File: src/rtl/clk_div_monitor.sv
// In-system checker for a clock divided from clk: measures each rise-to-rise period and its
// high time, locks after LOCK_CNT consecutive periods of EXP_DIV, and flags sticky faults.
module clk_div_monitor #(
    parameter int unsigned CNT_W    = 8,
    parameter int unsigned EXP_DIV  = 4,
    parameter int unsigned LOCK_CNT = 3
) (
    input  logic             clk,
    input  logic             rst,
    input  logic             en,
    input  logic             div_in,
    output logic [CNT_W-1:0] period,
    output logic [CNT_W-1:0] high_time,
    output logic             period_vld,
    output logic             locked,
    output logic             err
);

    localparam int unsigned      MW     = $clog2(LOCK_CNT + 1);
    localparam logic [CNT_W-1:0] CntMax = '1;
    localparam logic [CNT_W-1:0] ExpV   = CNT_W'(EXP_DIV);
    localparam logic [MW-1:0]    LockV  = MW'(LOCK_CNT);

    typedef enum logic [2:0] {StIdle, StArm, StMeasure, StLocked, StFault} state_e;

    state_e           state_q, state_d;
    logic             d_q;
    logic [CNT_W-1:0] cnt_q, cnt_d;
    logic [CNT_W-1:0] hcnt_q, hcnt_d;
    logic [CNT_W-1:0] period_q, period_d;
    logic [CNT_W-1:0] high_q, high_d;
    logic             vld_q, vld_d;
    logic             locked_q, locked_d;
    logic             err_q, err_d;
    logic [MW-1:0]    match_q, match_d;

    logic rise;
    logic timeout;
    logic cnt_ok;

    // div_in is synchronous to clk, so no synchronizer ahead of the edge detector.
    assign rise    = div_in & ~d_q;
    assign timeout = (cnt_q == CntMax);
    assign cnt_ok  = (cnt_q == ExpV);

    always_comb begin
        state_d  = state_q;
        cnt_d    = cnt_q;
        hcnt_d   = hcnt_q;
        period_d = period_q;
        high_d   = high_q;
        vld_d    = 1'b0;
        locked_d = locked_q;
        err_d    = err_q;
        match_d  = match_q;

        if (state_q inside {StArm, StMeasure, StLocked}) begin
            if (rise) begin
                cnt_d  = CNT_W'(1);
                hcnt_d = CNT_W'(1);
            end else begin
                if (!timeout) begin
                    cnt_d = cnt_q + 1'b1;
                end
                if (div_in && (hcnt_q != CntMax)) begin
                    hcnt_d = hcnt_q + 1'b1;
                end
            end
        end

        if ((state_q inside {StMeasure, StLocked}) && rise) begin
            period_d = cnt_q;
            high_d   = hcnt_q;
            vld_d    = 1'b1;
        end

        unique case (state_q)
            StIdle: begin
                cnt_d  = '0;
                hcnt_d = '0;
                if (en) begin
                    state_d = StArm;
                end
            end
            StArm: begin
                if (rise) begin
                    state_d = StMeasure;
                end else if (timeout) begin
                    state_d  = StFault;
                    err_d    = 1'b1;
                    locked_d = 1'b0;
                end
            end
            StMeasure: begin
                // A rise coinciding with saturation is a (mismatching) period, not a timeout.
                if (rise) begin
                    if (!cnt_ok) begin
                        match_d = '0;
                    end else if (match_q == LockV - 1'b1) begin
                        match_d  = LockV;
                        state_d  = StLocked;
                        locked_d = 1'b1;
                    end else begin
                        match_d = match_q + 1'b1;
                    end
                end else if (timeout) begin
                    state_d  = StFault;
                    err_d    = 1'b1;
                    locked_d = 1'b0;
                end
            end
            StLocked: begin
                if (rise ? !cnt_ok : timeout) begin
                    state_d  = StFault;
                    err_d    = 1'b1;
                    locked_d = 1'b0;
                end
            end
            StFault: begin
            end
            default: begin
                state_d = StIdle;
            end
        endcase

        if (!en) begin
            state_d  = StIdle;
            cnt_d    = '0;
            hcnt_d   = '0;
            period_d = period_q;
            high_d   = high_q;
            vld_d    = 1'b0;
            locked_d = 1'b0;
            err_d    = 1'b0;
            match_d  = '0;
        end
    end

    always_ff @(posedge clk) begin
        if (!rst) begin
            state_q  <= StIdle;
            d_q      <= 1'b0;
            cnt_q    <= '0;
            hcnt_q   <= '0;
            period_q <= '0;
            high_q   <= '0;
            vld_q    <= 1'b0;
            locked_q <= 1'b0;
            err_q    <= 1'b0;
            match_q  <= '0;
        end else begin
            state_q  <= state_d;
            d_q      <= div_in;
            cnt_q    <= cnt_d;
            hcnt_q   <= hcnt_d;
            period_q <= period_d;
            high_q   <= high_d;
            vld_q    <= vld_d;
            locked_q <= locked_d;
            err_q    <= err_d;
            match_q  <= match_d;
        end
    end

    assign period     = period_q;
    assign high_time  = high_q;
    assign period_vld = vld_q;
    assign locked     = locked_q;
    assign err        = err_q;

endmodule

File: config.mk
export PLATFORM = sky130hd
export DESIGN_NAME = clk_div_monitor
export DESIGN_NICKNAME = d
export VERILOG_FILES = /design/src/rtl/clk_div_monitor.sv
export SDC_FILE = /design/constraint.sdc
export NUM_CORES = 1
export LEC_CHECK = 0
export ABC_AREA = 1
export CAP_MARGIN = 25
export CORE_ASPECT_RATIO = 0.5
export CORE_MARGIN = 2
export CORE_UTILIZATION = 45
export CTS_CLUSTER_SIZE = 25
export DETAILED_ROUTE_END_ITERATION = 10
export DONT_BUFFER_PORTS = 1
export GPL_ROUTABILITY_DRIVEN = 0
export GPL_TIMING_DRIVEN = 0
export PLACE_DENSITY = 0.62
export SYNTH_ARGS = -nofsm -noshare
export SYNTH_HDL_FRONTEND = slang
export SYNTH_SLANG_ARGS = --single-unit
export TNS_END_PERCENT = 1
File: constraint.sdc
create_clock -name clk -period 2.3 [get_ports clk]
set_input_delay 0.575 -clock clk [delete_from_list [all_inputs] [get_ports clk]]
set_output_delay 0.575 -clock clk [all_outputs]
set_load 0.02 [all_outputs]
### Word level (Yosys, flattened, before mapping)

Index checks and enable logic that the tools add are counted.

* input bits: 4
* bits in registers: 41
* output and inout bits: 19

* eq/ne operators: 15
* bitwise gates (word level): 5
* add/subtract/negate cells: 3
* reductions and logical operators: 18
* multiplexer cells: 26

Operators by type and width (number)
* two-way mux 8 bit: 4
* two-way mux 3 bit: 6
* adder 8 x 1 -> 8 bit, second input constant: 2
* case mux 3 bit (5 select lines): 1
* two-way mux 1 bit: 11
* AND reduction 2 bit: 5
* equality test 8 x 3 -> 1 bit, second input constant: 1
* equality test 8 bit, second input constant: 1
* != test 8 bit, second input constant: 1
* AND reduction 4 bit: 2
* equality test 3 x 2 -> 1 bit, second input constant: 2
* != test 2 bit, second input constant: 3
* nonzero test 2 bit: 3
* AND reduction 5 bit: 1
* two-way mux 2 bit: 2
* != test 2 x 1 -> 1 bit, second input constant: 2
* NOT 1 bit: 4
* equality test 3 x 1 -> 1 bit, second input constant: 1
* equality test 3 bit, second input constant: 1
* zero test 3 bit: 1
* != test 3 x 2 -> 1 bit, second input constant: 1
* != test 3 bit, second input constant: 1
* case mux 1 bit (3 select lines): 1
* nonzero test 3 bit: 1
* other kinds (8): 9

### Depth between registers and ports, before layout

Gate-level depths: netlist of the first run.

* word-level depth: 5
* gate-level depth with buffers: 11
* depth with buffers taken out: 11

### Worst setup path after synthesis of the first run

OpenSTA, ideal clock, no wires.

* kind: in2reg
* from: input port div_in
* to: register locked_q, in the netlist locked
* stages on the path: 8
* path buffers: 0
* setup slack: 0.880 ns
* arrival time: 1.305 ns
* cells stage by stage: nand2_2 > inv_2 > nand2_4 > inv_2 > a21boi_0 > nand3_1 > nand2_1 > nor2_1

* longest elaborated chain between the ends: 4
* elaborated cells between the ends (all ways): 9

RTL lines
* from (decl): line 11 `input logic div_in,`
* bitwise AND 1 bit *: line 42 `assign rise = div_in & ~d_q;`
* two-way mux 1 bit: line 113 `if (rise ? !cnt_ok : timeout) begin`
* != test 2 x 1 -> 1 bit (no line)
* AND reduction 5 bit (no line)
* to (signal assigned): line 159 `locked_q <= locked_d;`
* to (decl): line 33 `logic locked_q, locked_d;`

Mark *: on every way between the ends. The rest lies on a longest branch, timed or not.
A chain may end at the register's enable or synchronous reset.

### Worst setup path after layout of the first run

* from: register cnt_q[0]
* to: register cnt_q[5]

* longest elaborated chain between the ends: 3
* elaborated cells between the ends (all ways): 6

RTL lines
* from (decl): line 28 `logic [CNT_W-1:0] cnt_q, cnt_d;`
* from (signal assigned): line 154 `cnt_q <= cnt_d;`
* adder 8 x 1 -> 8 bit / equality test 8 bit (equally long branches): line 63, 43
* two-way mux 8 bit / != test 2 bit (equally long branches)
* two-way mux 8 bit / AND reduction 2 bit (equally long branches)

Parallel ways exist; a longest one is shown, timed or not. The select of a mux whose other input is x is not followed.

==> results of run 1 <==
cells by family after synthesis:
family / Yosys count / share of synthesized area, %
buffers and inverters: 40 / 8.54
DFF: 41 / 42.8
adders and majority gates: 4 / 2.61
AOI/OAI and AO/OA: 63 / 17.2
and+or+nand+nor: 116 / 28.9
sequential cells by signal, summed over array words and instances, names as in the netlist:
name / cells
cnt_q: 8
d_q: 1
err: 1
hcnt_q: 8
high_time: 8
locked: 1
match_q: 2
period: 8
period_vld: 1
state_q: 3
per-layer routing:
layer,wire (um),part of all wire [%]
met1,2030,50
met4,23,0.57
met2,1710,42
met3,258,6.4
met5,0,0
worst paths after layout:
check,cells past startpoint,end
worst max-delay path,9,cnt_q[5]
worst min-delay path,2,d_q
worst max register to register,9,cnt_q[5]
worst min register to register,2,match_q[1]
power groups by stage:
stage	Clock, mW	Combinational [mW]	Sequential, mW
after global placement	0	0.0933	0.749
after global routing	0.612	0.108	0.733
after CTS	0.573	0.0945	0.732
after detailed placement	0	0.0942	0.749
after floorplan	0	0.0755	0.747
final	0.559	0.0940	0.732
metrics by stage:
| stage | total power, mW | hold slack [ns] | setup WS [ns] |
|---|---|---|---|
| after detailed placement | 0.843 | 0.469 | 0.592 |
| after floorplan | 0.822 | 0.447 | 0.880 |
| after CTS | 1.40 | 0.368 | 0.655 |
| after global placement | 0.842 | 0.457 | 0.625 |
| final | 1.39 | 0.374 | 0.642 |
| after global routing | 1.45 | 0.388 | 0.441 |
cells in the final DEF, fill, tap and decap left out, drive strengths merged:
| cell type | netlist | routed |
|---|---|---|
| nand3 | 10 | 10 |
| nand4 | 4 | 4 |
| nor3b | 2 | 2 |
| a31oi | 1 | 1 |
| clkinv | 1 | 2 |
| dfxtp | 41 | 41 |
| or2 | 1 | 1 |
| a21boi | 2 | 2 |
| nor2 | 36 | 36 |
| clkbuf | 0 | 5 |
| nor3 | 3 | 3 |
| a21oi | 30 | 30 |
| nand3b | 1 | 1 |
| ha | 4 | 4 |
| inv | 34 | 34 |
| bufinv | 0 | 1 |
| buf | 5 | 5 |
| o21ai | 28 | 28 |
| nand2 | 59 | 59 |
| a211oi | 2 | 2 |
critical path, delay by kind of cell, from the launching register on:
| kind | cells | cell delay [ns] |
|---|---|---|
| AND/OR/NAND/NOR | 6 | 0.72 |
| flip-flops | 1 | 0.40 |
| adder cells (fa/ha/maj) | 1 | 0.20 |
| AO/OA/AOI/OAI | 1 | 0.13 |
| buffers and inverters | 1 | 0.09 |
area by class of cell:
| type | count | area share (%) |
|---|---|---|
| Buffer | 5 | 1.56 |
| Clock buffer | 5 | 3.29 |
| Clock inverter | 2 | 1.68 |
| Inverter | 35 | 6.28 |
| Multi-Input combinational cell | 183 | 44.7 |
| Sequential cell | 41 | 39.3 |
| Tap cell | 54 | 3.23 |
==> impl_metrics.toml, run 1 <==
[floorplanning]
initial_core_util_pct = 47.9
die_h_um = 50.2
die_w_um = 96.4
dieArea_um2 = 4840
core_area_um2 = 4000
rows = 16
ioPinCount = 23

[global_routing]
grt_pass1_wl_um = 6670
grt.busiest_layer = "met2"
grt_pass1_vias = 1431
grt_overflow = 0
grt.total_usage_pct = 18.3
antenna_found_initial = 0
gr-usage-met3_pct = 5.56
use_met2_pct = 26.9
grt_start_max_net_pins = 13
met1_usage_pct = 26.4

[synthesis]
ys_seq_area_share_pct = 42.8
yosys.area.top_type = "dfxtp_1"
synthTopCellsByCount = "nand2_1, dfxtp_1, a21oi_1"
synth_cell_types = 32
synth.area.top_cells = "dfxtp_1, nand2_1, a21oi_1"
ys_seq_elements = 41
synth_most_common_cell = "nand2_1"
syn_inst = 264
syn_area_um2 = 1920
synth-edff-count = 0
synth_top_area_share_pct = 42.8
syn-num-nets = 272
syn-mean-instance-area_um2 = 7.27
yosys_warnings = 0
synthArstFlopShare_pct = 0
yosys_most_used_dff = "dfxtp_1"

[clock_tree]
h-tree-depth = 2
post_cts_resized = 0
ctsHoldBuffers = 0
cts_setup_buffers = 0
clock_latency_ns = 0.29
cts_tree = "done"
cts.sinks = 41
cts_root_buf = "clkbuf_8"
cts-buffers-inserted = 5
cts_buffer_depth = 2
path_clk_slew_ns = 0.08

[finish]
nets = 279
multi_input_area_um2 = 935
num_antenna_cells = 0
nFillCells = 408
areaGrowthSynthToFinish_pct = 8.93
final_layout_size_suffix_gt1_share_pct = 14.0
final_area_um2 = 2090
regArea_um2 = 821
finalCoreUtilization_pct = 52.2
fin_cells = 325

[detailed_routing]
drc = 0
antenna_left = 0
drtPass1Iterations = 4
num_vias = 1611
initialDrtViolationCount = 99
viasPerCell = 4.96
drt_wl_total_um = 4010
wl_per_cell_um = 12.3

[power_and_ir_drop]
p_sw_mw = 0.324
power_frac_comb_pct = 6.8
seq_power_share_pct = 52.8
internal_power_mw = 1.06
power.leakage_nw = 0.857
p_clk_share_pct = 40.4
p_per_area_nw_per_um2 = 663
peakVddDrop_mv = 0.302
swShare_pct = 23.4

[worst_setup_path]
r2r_start = "cnt_q[0]"
worstPathArrival_ns = 1.83
slowest_stage = "dfxtp_1"
worstPathCellList = "ha_1 -> nand2_1 -> nor2_2 -> nand3_1 -> nand2_2 -> inv_2 -> nand3_1 -> nand2_1 -> a21boi_1"
worst-path-max-fanout = 8
rrSetupSlack_ns = 0.64
crit_type = "reg -> reg"
startpoint = "cnt_q[0]"
end_kind = "flip-flop"
crit_path_start_kind = "flip-flop"
max_stage_delay_ns = 0.40
required_ns = 2.47

[place]
dp.cells = 318
place_area_um2 = 1990
hpwl_um = 2990
io_buffers = 0

[timing]
fmaxAchievable_ghz = 0.603
tightestPinTransition_ns = 0.340
finalSetupTns_ns = 0
finalCriticalPeriod_ns = 1.66
finalHoldViolCount = 0
post-route-period-util_pct = 72.1
slew_headroom_pct = 77.3
rsz0062_at_grt = "false"
drv_slew = 0
skew_ns = 0.0101
setup_viol = 0

[worst_hold_path]
hold_start = "div_in"
worstHoldPathType = "in -> reg"

[run_status]
status = "finished clean"

[run]
maxCapViolCount = 0
Power figures use the tool's default switching activity.
==> run 2: changes to the inputs <==
--- a/config.mk
+++ b/config.mk
@@ -15,7 +15,7 @@
 export DONT_BUFFER_PORTS = 1
 export GPL_ROUTABILITY_DRIVEN = 0
 export GPL_TIMING_DRIVEN = 0
-export PLACE_DENSITY = 0.62
+export PLACE_DENSITY = 0.64
 export SYNTH_ARGS = -nofsm -noshare
 export SYNTH_HDL_FRONTEND = slang
 export SYNTH_SLANG_ARGS = --single-unit
==> constraint.sdc (replaced) <==
create_clock -name clk -period 1.5 [get_ports clk]
set_input_delay 0.375 -clock clk [delete_from_list [all_inputs] [get_ports clk]]
set_output_delay 0.375 -clock clk [all_outputs]
set_load 0.02 [all_outputs]
==> run 2 against run 1 <==
Effect of this change:
- final cell count grew 2.5%
- via count grew 6.1%
- sequential cell count is the same
- combinational power grew 85%
==> impl_metrics.toml, run 2 (synthesis results as in run 1) <==
[run_status]
status = "finished clean"

[floorplanning]
ioPinCount = 23
core_area_um2 = 4000
rows = 16
initial_core_util_pct = 47.9
dieArea_um2 = 4840
die_h_um = 50.2
die_w_um = 96.4

[finish]
fin_cells = 333
final_common_cell = "nand2_1"
layout_common_cells = "nand2_1, dfxtp_1, a21oi_1"
final_layout_size_suffix_gt1_share_pct = 24.7
nets = 286
num_antenna_cells = 0
nFillCells = 384
areaGrowthSynthToFinish_pct = 19.6

[power_and_ir_drop]
peakVddDrop_mv = 0.432
finalPower_mw = 2.22
power.leakage_nw = 0.902
p_per_area_nw_per_um2 = 966

[place]
hpwl_um = 2950
dp_slack_ns = -0.111
dp.cells = 318
io_buffers = 0

[global_routing]
grt_overflow = 0
grt_start_max_net_pins = 13
grt.total_usage_pct = 18.1
grt_pass1_vias = 1554
grt_pass1_wl_um = 6670
antenna_found_initial = 0

[worst_setup_path]
slowest_stage = "dfxtp_4"
critPathBufInv = 1
worstPathCellList = "inv_2 -> ha_2 -> nand3_2 -> nor2_4 -> nor2_2 -> nor2_4 -> nor2_4 -> a21oi_1 -> nor2_1"
crit_type = "reg -> reg"
worstPathArrival_ns = 1.64
crit_path_start_kind = "flip-flop"
crit_path_frequent_cell = "nor2_4"
required_ns = 1.70
end_kind = "flip-flop"
path_delay_family = "simple AND/OR/NAND/NOR gates"
worst-path-max-fanout = 5
max_stage_delay_ns = 0.37

[timing]
tightestPinTransition_ns = 0.372
post-route-period-util_pct = 96.6
finalCriticalPeriod_ns = 1.45
finalHoldViolCount = 0
fin_ws_ns = 0.0515
setup_viol = 0
rsz0062_at_grt = "true"
whs_ns = 0.169
skew_ns = 0.00706
finalSetupTns_ns = 0
slew_headroom_pct = 75.2
drv_slew = 0
fmaxAchievable_ghz = 0.690

[detailed_routing]
drt_wl_total_um = 4310
initialDrtViolationCount = 64
drtPass1Iterations = 5
viasPerCell = 5.13
antenna_left = 0
num_vias = 1709
wl_per_cell_um = 12.9
drc = 0

[clock_tree]
cts_tree = "done"
path_clk_slew_ns = 0.08
cts-buffers-inserted = 5
cts_buffer_depth = 2
cts_root_buf = "clkbuf_8"
clock_latency_ns = 0.30
cts.sinks = 41
h-tree-depth = 2

[run]
maxCapViolCount = 0

[worst_hold_path]
worstHoldPathType = "in -> reg"
-- run 2: worst reg2reg max path, cell delays in order (launching register included) --
cell and delay (ns):
dfxtp_4 0.37, inv_2 0.06, ha_2 0.17, nand3_2 0.09, nor2_4 0.16, nor2_2 0.07, nor2_4 0.17, nor2_4 0.07
a21oi_1 0.13, nor2_1 0.06
-- run 2: where the power goes --
| part | leakage [nW] | switching [mW] | internal (mW) |
|---|---|---|---|
| clock network | 0.0585 | 0.381 | 0.543 |
| logic | 0.510 | 0.114 | 0.0599 |
| registers | 0.334 | 0.0220 | 1.10 |
| total | 0.902 | 0.516 | 1.70 |
-- run 2: timing repair --
action	in CTS	in global routing
endpoints found under the setup margin	15	35
pin swaps	2	6
setup buffers	2	5
gates resized for setup	8	37
hold buffers	0	0
-- run 2: worst paths after layout --
kind	start	end	slack [ns]	depth (start not counted)
setup reg to reg	cnt_q[0]	locked	0.05	9
setup / recovery	cnt_q[0]	locked	0.05	9
hold / removal	div_in	d_q	0.17	2
hold reg to reg	match_q[1]	match_q[1]	0.47	2
-- run 2: stage by stage --
stage | instance area [um^2] | util (%)
floorplan | 1920 | -
finish | 2290 | 57.3
global route | 2290 | 57.3
detailed placement | 1990 | 49.6
global placement | 1990 | 49.6
CTS | 2140 | 53.5
-- run 2: per-layer routing --
layer	global-route usage (%)	up-vias	part of all wire (%)
li1	-	886	-
met1	23.0	774	45
met2	29.6	44	46
met3	5.11	5	7.3
met4	6.34	0	0.95
met5	0	-	0
-- run 2: final cells by class --
cell class              count  area (um^2)  area share [%]
multi-input cells         183         1050            45.8
clock buffers               7         86.3            3.76
well taps                  54         67.6            2.94
flip-flops and latches     41          832            36.3
inverters                  35          136            5.94
clock inverters             1         30.0            1.31
plain buffers               5         35.0            1.53
repair buffers              7         56.3            2.45
==> run 3: changes to the inputs <==
--- a/config.mk
+++ b/config.mk
@@ -14,7 +14,6 @@
 export DETAILED_ROUTE_END_ITERATION = 10
 export DONT_BUFFER_PORTS = 1
 export GPL_ROUTABILITY_DRIVEN = 0
-export GPL_TIMING_DRIVEN = 0
 export PLACE_DENSITY = 0.64
 export SYNTH_ARGS = -nofsm -noshare
 export SYNTH_HDL_FRONTEND = slang
==> run 3 against run 2 <==
Effect of this change:
- global-route usage increased by 0.93 points
- sequential cell count unchanged
- core utilization grew 1.0 points
- final cell count up 1.5%
- non-clock buffer count rose by 4
- count of clock-buffer cells in the layout did not move
- routed wire length decreased by 2.6%
- critical path depth increased by 1
- clock skew grew 0.0011 ns
- cell area up 1.7%
- setup slack got worse by 0.0068 ns
- combinational power about the same
- critical endpoint is now state_q[1]
==> impl_metrics.toml, run 3 (synthesis results as in run 1) <==
[worst_hold_path]
whs_path_depth = 2
holdPathEnd = "d_q"
worstHoldPathType = "in -> reg"
hold_start = "div_in"

[timing]
rsz0062_at_grt = "true"
finalSetupTns_ns = 0
drv_slew = 0
finalCriticalPeriod_ns = 1.46
fin_ws_ns = 0.0447
post-route-period-util_pct = 97.0
setup_viol = 0
skew_ns = 0.00818
fmaxAchievable_ghz = 0.687
tightestPinTransition_ns = 0.272
slew_headroom_pct = 81.9
whs_ns = 0.164
finalHoldViolCount = 0

[floorplanning]
rows = 16
core_area_um2 = 4000
dieArea_um2 = 4840
initial_core_util_pct = 47.9
die_h_um = 50.2
ioPinCount = 23
die_w_um = 96.4

[detailed_routing]
antenna_left = 0
num_vias = 1689
drt_wl_total_um = 4190
drtPass1Iterations = 4
drc = 0
initialDrtViolationCount = 61
viasPerCell = 5.00
wl_per_cell_um = 12.4

[finish]
regArea_um2 = 830
final_area_um2 = 2330
areaGrowthSynthToFinish_pct = 21.6
final_layout_size_suffix_gt1_share_pct = 26.8
num_antenna_cells = 0
layout_common_cells = "nand2_1, dfxtp_1, nor2_1, a21oi_1, inv_1"
nFillCells = 355
multi_input_area_um2 = 1050
final_common_cell = "nand2_1"
finalCoreUtilization_pct = 58.3
nets = 291

[clock_tree]
ctsHoldBuffers = 0
cts.sinks = 41
cts_tree = "done"
path_clk_slew_ns = 0.08
clock_latency_ns = 0.30
cts_root_buf = "clkbuf_8"
cts_buffer_depth = 2
h-tree-depth = 2
cts-buffers-inserted = 5

[global_routing]
gr-usage-met3_pct = 6.91
use_met2_pct = 29.5
antenna_found_initial = 0
grt.busiest_layer = "met2"
grt_overflow = 0
grt_pass1_vias = 1586
met1_usage_pct = 24.2
grt.total_usage_pct = 19.0
grt_pass1_wl_um = 6920
grt_start_max_net_pins = 19

[worst_setup_path]
rr_endpoint = "state_q[1]"
crit_type = "reg -> reg"
required_ns = 1.69
worstPathArrival_ns = 1.65
rrSetupSlack_ns = 0.04
end_kind = "flip-flop"
worst-path-max-fanout = 3
r2r_start = "cnt_q[1]"
rr_worst_depth = 10
crit_path_start_kind = "flip-flop"

[place]
hpwl_um = 2960
dp_slack_ns = -0.00276
place_area_um2 = 2080
io_buffers = 0

[run_status]
status = "finished clean"

[power_and_ir_drop]
p_per_area_nw_per_um2 = 955
p_sw_mw = 0.525
seq_power_share_pct = 50.4
power.leakage_nw = 0.946
swShare_pct = 23.6
peakVddDrop_mv = 0.488
power_frac_comb_pct = 7.9
p_clk_share_pct = 41.7
internal_power_mw = 1.70

[run]
maxCapViolCount = 0
-- run 3: power groups by stage --
| stage | clock network (mW) | logic (mW) | registers [mW] |
|---|---|---|---|
| 4_1_cts | 0.960 | 0.158 | 1.12 |
| 3_5_place_dp | 0 | 0.157 | 1.15 |
| 3_3_place_gp | 0 | 0.154 | 1.15 |
| 2_1_floorplan | 0 | 0.116 | 1.15 |
| 5_1_grt | 0.997 | 0.197 | 1.13 |
| 6_report | 0.930 | 0.176 | 1.12 |
-- run 3: metrics by stage --
stage	total power, mW	instances
after global placement	1.30	328
after global routing	2.32	338
after floorplan	1.26	264
after detailed placement	1.30	328
final	2.23	338
after CTS	2.24	336
-- run 3: area by class of cell --
cell class | instances | area share (%)
multi-input combinational | 184 | 45.2
timing repair buffer | 16 | 5.68
inverter | 35 | 5.73
clock inverter | 1 | 1.29
sequential | 41 | 35.5
clock buffer | 7 | 3.70
tap | 54 | 2.89
-- run 3: timing repair --
action | 4_1_cts | 5_1_grt
cloned | 0 | 1
resized for setup | 2 | 37
endpoints found under the setup margin | 1 | 19
buffers inserted | 0 | 1
hold endpoints to repair | 0 | 0
pin swaps | 0 | 11
-- run 3: critical path: stages (launching register included) --
cell,delay [ns]
dfxtp_2,0.35
inv_1,0.08
ha_2,0.17
nand3_2,0.10
nor2_4,0.14
nor2_1,0.07
nor2_2,0.14
buf_4,0.16
nor2_4,0.03
nand2_1,0.05
a21oi_1,0.06
-- run 3: how the worst max path moves through the flow --
stage                         from         end  cells past startpoint
after floorplan           cnt_q[0]      locked                     10
after global placement    cnt_q[0]    cnt_q[5]                      9
after detailed placement  cnt_q[0]      locked                      9
after CTS                 cnt_q[0]         err                      9
after global routing      cnt_q[1]  state_q[1]                     10
final                     cnt_q[1]  state_q[1]                     10
-- run 3: metal layers --
metal / up-vias / share of wire, %
met5: - / 0
met4: 0 / 1.7
met3: 7 / 5.5
met2: 34 / 45
met1: 751 / 47
li1: 897 / -
